==> src/rtl/uart_rx.sv <==
// uart_rx: 8N1 UART receiver, the receive-side counterpart of uart_tx.
// The serial line is synchronised, the start bit is qualified at its
// midpoint, and each data bit and the stop bit are then sampled one full bit
// period apart, landing near the centre of each bit.
module uart_rx #(
  parameter int CD_MAX   = 10416,
  parameter int CD_WIDTH = 16
) (
  input  logic       clk,
  input  logic       rst,
  input  logic       rx,
  output logic [7:0] rbus,
  output logic       rvalid,
  output logic       frame_err,
  output logic       busy
);

  localparam logic [CD_WIDTH-1:0] CD_FULL = CD_WIDTH'(CD_MAX);
  localparam logic [CD_WIDTH-1:0] CD_HALF = CD_WIDTH'(CD_MAX / 2);

  typedef enum logic [2:0] {
    IDLE,
    START,
    DATA,
    STOP,
    BRK
  } state_t;

  state_t              state, state_n;
  logic [CD_WIDTH-1:0] cd_count, cd_count_n;
  logic [3:0]          bit_count, bit_count_n;
  logic [7:0]          shift, shift_n;
  logic [7:0]          rbus_n;
  logic                rvalid_n, frame_err_n, busy_n;
  logic                rx_meta, rx_s;

  // Two-flop synchroniser; both flops reset to the idle-high line level.
  always_ff @(posedge clk) begin
    if (rst) begin
      rx_meta <= 1'b1;
      rx_s    <= 1'b1;
    end else begin
      rx_meta <= rx;
      rx_s    <= rx_meta;
    end
  end

  // State and datapath registers; reset wins over everything, mid-frame too.
  always_ff @(posedge clk) begin
    if (rst) begin
      state     <= IDLE;
      cd_count  <= '0;
      bit_count <= '0;
      shift     <= '0;
      rbus      <= '0;
      rvalid    <= 1'b0;
      frame_err <= 1'b0;
      busy      <= 1'b0;
    end else begin
      state     <= state_n;
      cd_count  <= cd_count_n;
      bit_count <= bit_count_n;
      shift     <= shift_n;
      rbus      <= rbus_n;
      rvalid    <= rvalid_n;
      frame_err <= frame_err_n;
      busy      <= busy_n;
    end
  end

  // Next-state logic: bit timing, LSB-first shifting and stop-bit verdict.
  always_comb begin
    state_n     = state;
    cd_count_n  = cd_count;
    bit_count_n = bit_count;
    shift_n     = shift;
    rbus_n      = rbus;
    rvalid_n    = 1'b0;
    frame_err_n = 1'b0;

    case (state)
      IDLE: begin
        cd_count_n  = '0;
        bit_count_n = '0;
        if (!rx_s) begin
          state_n = START;
        end
      end

      START: begin
        if (cd_count == CD_HALF) begin
          cd_count_n = '0;
          state_n    = rx_s ? IDLE : DATA;
        end else begin
          cd_count_n = cd_count + CD_WIDTH'(1);
        end
      end

      DATA: begin
        if (cd_count == CD_FULL) begin
          cd_count_n = '0;
          shift_n    = {rx_s, shift[7:1]};
          if (bit_count == 4'd7) begin
            bit_count_n = '0;
            state_n     = STOP;
          end else begin
            bit_count_n = bit_count + 4'd1;
          end
        end else begin
          cd_count_n = cd_count + CD_WIDTH'(1);
        end
      end

      STOP: begin
        if (cd_count == CD_FULL) begin
          cd_count_n = '0;
          if (rx_s) begin
            rbus_n   = shift;
            rvalid_n = 1'b1;
            state_n  = IDLE;
          end else begin
            frame_err_n = 1'b1;
            state_n     = BRK;
          end
        end else begin
          cd_count_n = cd_count + CD_WIDTH'(1);
        end
      end

      BRK: begin
        cd_count_n = '0;
        if (rx_s) begin
          state_n = IDLE;
        end
      end

      default: begin
        state_n = IDLE;
      end
    endcase

    busy_n = (state_n != IDLE);
  end

endmodule

==> config.mk <==
export PLATFORM = sky130hd
export DESIGN_NAME = uart_rx
export DESIGN_NICKNAME = d
export VERILOG_FILES = /design/src/rtl/uart_rx.sv
export SDC_FILE = /design/constraint.sdc
export NUM_CORES = 1
export LEC_CHECK = 0
export CORE_ASPECT_RATIO = 2
export CORE_MARGIN = 2
export CORE_UTILIZATION = 40
export CTS_CLUSTER_DIAMETER = 60
export DETAILED_ROUTE_END_ITERATION = 6
export HOLD_SLACK_MARGIN = 0.05
export PLACE_DENSITY = 0.69
export RECOVER_POWER = 100
export SYNTH_ARGS = -nofsm -noshare
export SYNTH_HDL_FRONTEND = slang
export SYNTH_SLANG_ARGS = --single-unit
==> constraint.sdc <==
create_clock -name clk -period 2.25 [get_ports clk]
set_input_delay 0.45 -clock clk [delete_from_list [all_inputs] [get_ports clk]]
set_output_delay 0.45 -clock clk [all_outputs]
set_load 0.05 [all_outputs]
==> summary.txt <==
Setup path
  • Stages on the worst setup path: 7
  • Critical Path RT: 2430 ps
  • CP Launch Type: flip-flop
  • CP top delay family: simple AND/OR/NAND/NOR gates
  • Worst path buffer plus inverter count: 2
  • Critical Path Sink Type: flip-flop
  • Worst reg2reg startpoint: cd_count[8]
  • R2R setup slack: 140 ps
  • WP data arrival: 2300 ps
  • Reg2reg end: cd_count[1]
  • CP peak stage delay: 540 ps
  • Reg2reg path depth: 7
  • Crit-path cells: or4_4 > nor4_1 > buf_4 > a22oi_1 > nand2_1 > clkbuf_2 > nor2_1
  • Kind of critical path: reg2reg
  • Critical path's slowest cell: or4_4
  • CP Max Fanout: 15

Route
  • Routed wire length per instance: 12.8 um
  • DRT iter0 DRCs: 37
  • Vias/cell: 5.36
  • TritonRoute pass-1 iters: 4
  • Antenna Nets Post-Route: 0
  • Routed wire length: 3860 um
  • Vias: 1,624
  • Post-route DRC: 0

Cells and area
  • Utilization after layout: 46.1%
  • Nets: 251
  • Final Cell Area: 2260 um2
  • Most frequent cells in the layout: dfxtp_1 (44), nor2_1 (36), nand2_1 (30)
  • Share of layout cells above drive strength 1: 11.0%
  • Most common cell after layout, fill and taps aside: dfxtp_1
  • Filler cell count: 481
  • Diodes inserted: 0
  • Area Growth Syn to Fin: 11.2%

Yosys
  • Post-synthesis sequential area ratio: 43.2%
  • Top_reg_cell synth: dfxtp_1
  • Mapped cell area: 2040 um2
  • Post-Syn Instances: 231
  • Cell taking the most area after synthesis: dfxtp_1
  • Syn Nets: 237
  • Synth warnings: 0
  • Flops & latches, synth: 44
  • Async S/R FF share, synth: 0%
  • Syn_area_per_cell: 8.82 um2
  • Ranking of synthesized cells by area: dfxtp_1 (43%), nor2_1 (6.6%), nand2_1 (5.5%)
  • Yosys cell types: 48
  • Post-synth EDFFs: 0
  • Post-synth top area share: 43.2%

Floorplan
  • Starting density of the core: 41.5%
  • # rows: 36
  • Die Area: 5710 um2
  • Ports: 14
  • Core ar.: 4910 um2
  • Die Ht: 105 um
  • Die width: 54.5 um

CTS
  • Postcts setup bufs: 0
  • CTS buffer count: 5
  • CTS sink count: 44
  • H-tree depth: 2
  • Cells resized by post-CTS repair: 0
  • Worst-Skew Late Latency: 300 ps
  • Bufs on Longest Clock Path: 2
  • Root Driver: clkbuf_8
  • Clock Pin Slew Worst Setup and Hold Paths: 90 ps
  • CTS tree: yes
  • CTS hold repair buffers: 0

Placed design
  • Port Buffers: 13
  • Dpl hpwl: 2870 um
  • Placed Area: 2190 um2
  • Routability congestion estimate: 0.823

Timing
  • Final hold slack: 427 ps
  • Min cycle time layout: 2110 ps
  • Final Skew: 7.88 ps
  • Fin Setup TNS: 0 ps
  • Final setup viols: 0
  • Final hold vios: 0
  • F_max: 0.473 GHz
  • Slew Limit Fails: 0
  • Setup repair after global routing missed its margin: no
  • Worst-margin pin slew: 500 ps
  • Slew margin rel.: 66.5%
  • Fin crit share: 94.0%

Outcome
  • Status: complete, no violations

Hold path
  • Hold path depth: 1
  • Sink of the worst hold path: rx_s
  • Hold WC Path Type: reg2reg
  • Hold Path Origin: rx_meta

Global routing
  • Vias in the first global route: 1,510
  • Initial antenna violation count: 0
  • GR Util All Layers: 15.8%
  • Largest net degree at the start of global routing: 21
  • Global-route wire length before repair: 6670 um
  • GR Overflow Total: 0

Power
  • Peak VDD IR: 530 uV
  • Leak: 0.877 nW
  • Tot Pwr: 1.43 mW
  • Power Density: 629 nW/um2

Job
  • Max Cap Viol: 0
## final cells by class
cell class	count	area [um2]	share of cell area (%)
clock buffer	5	68.8	3.04
inverter	6	22.5	0.994
tap	57	71.3	3.15
clock inverter	3	42.5	1.88
sequential	44	881	38.9
timing repair buffer	22	195	8.62
multi-input combinational	166	983	43.4
## synth_stat cells, types with 2 or more instances
master / count
nor4_1: 2
buf_4: 2
and2_1: 2
nand4_1: 8
mux2i_1: 9
dfxtp_1: 44
or2_2: 2
nand3_1: 5
a22oi_1: 3
inv_1: 6
ha_1: 3
clkbuf_8: 4
nand4b_1: 3
nor2_1: 36
nand2_2: 2
nand2_1: 30
buf_6: 3
a21oi_1: 12
and3_1: 5
xor2_1: 10
clkbuf_1: 4
o21ai_0: 5
xnor2_1: 3
nor3_1: 4
## worst max-delay path by stage
stage / start / endpoint / slack, ps
floorplan: cd_count[8] / busy / 260
global placement: cd_count[8] / busy / 240
detailed placement: cd_count[8] / busy / 210
CTS: cd_count[8] / busy / 180
global route: cd_count[8] / cd_count[2] / 20
finish: cd_count[8] / cd_count[1] / 140
## power breakdown
part | internal (mW) | switching, mW
Combinational | 0.0121 | 0.0204
Clock | 0.329 | 0.277
Sequential | 0.782 | 0.00554
## through the flow
| step | worst slack, ps | instances |
|---|---|---|
| after floorplan | 263 | 231 |
| after global routing | 23.1 | 303 |
| final | 135 | 303 |
| after CTS | 180 | 303 |
| after detailed placement | 212 | 295 |
| after global placement | 243 | 295 |
## routing by layer
| metal | routed length (um) | GRT usage, % | part of all wire, % | vias up |
|---|---|---|---|---|
| li1 | - | - | - | 818 |
| met1 | 1510 | 15.8 | 39 | 770 |
| met2 | 2130 | 28.0 | 55 | 26 |
| met3 | 83 | 3.43 | 2.1 | 10 |
| met4 | 143 | 8.39 | 3.7 | 0 |
| met5 | 0 | 0 | 0 | - |
## state kept, by name, summed over array words and instances (netlist names)
name	cells
cd_count	16
rbus	8
shift	8
bit_count	4
state	3
busy	1
frame_err	1
rvalid	1
rx_meta	1
rx_s	1
## logic make-up (layout without fill, tap and decap cells)
group	Yosys count	after routing	share of synthesized area [%]
buffers and inverters	21	36	7.43
muxes	9	9	4.42
xor gates and xnor gates	13	13	5.59
DFF	44	44	43.2
adders and majority gates	3	3	1.84
and+or+nand+nor	111	111	27.9
AOI/OAI and AO/OA	30	30	9.52
(Power assumes the default switching activity.)
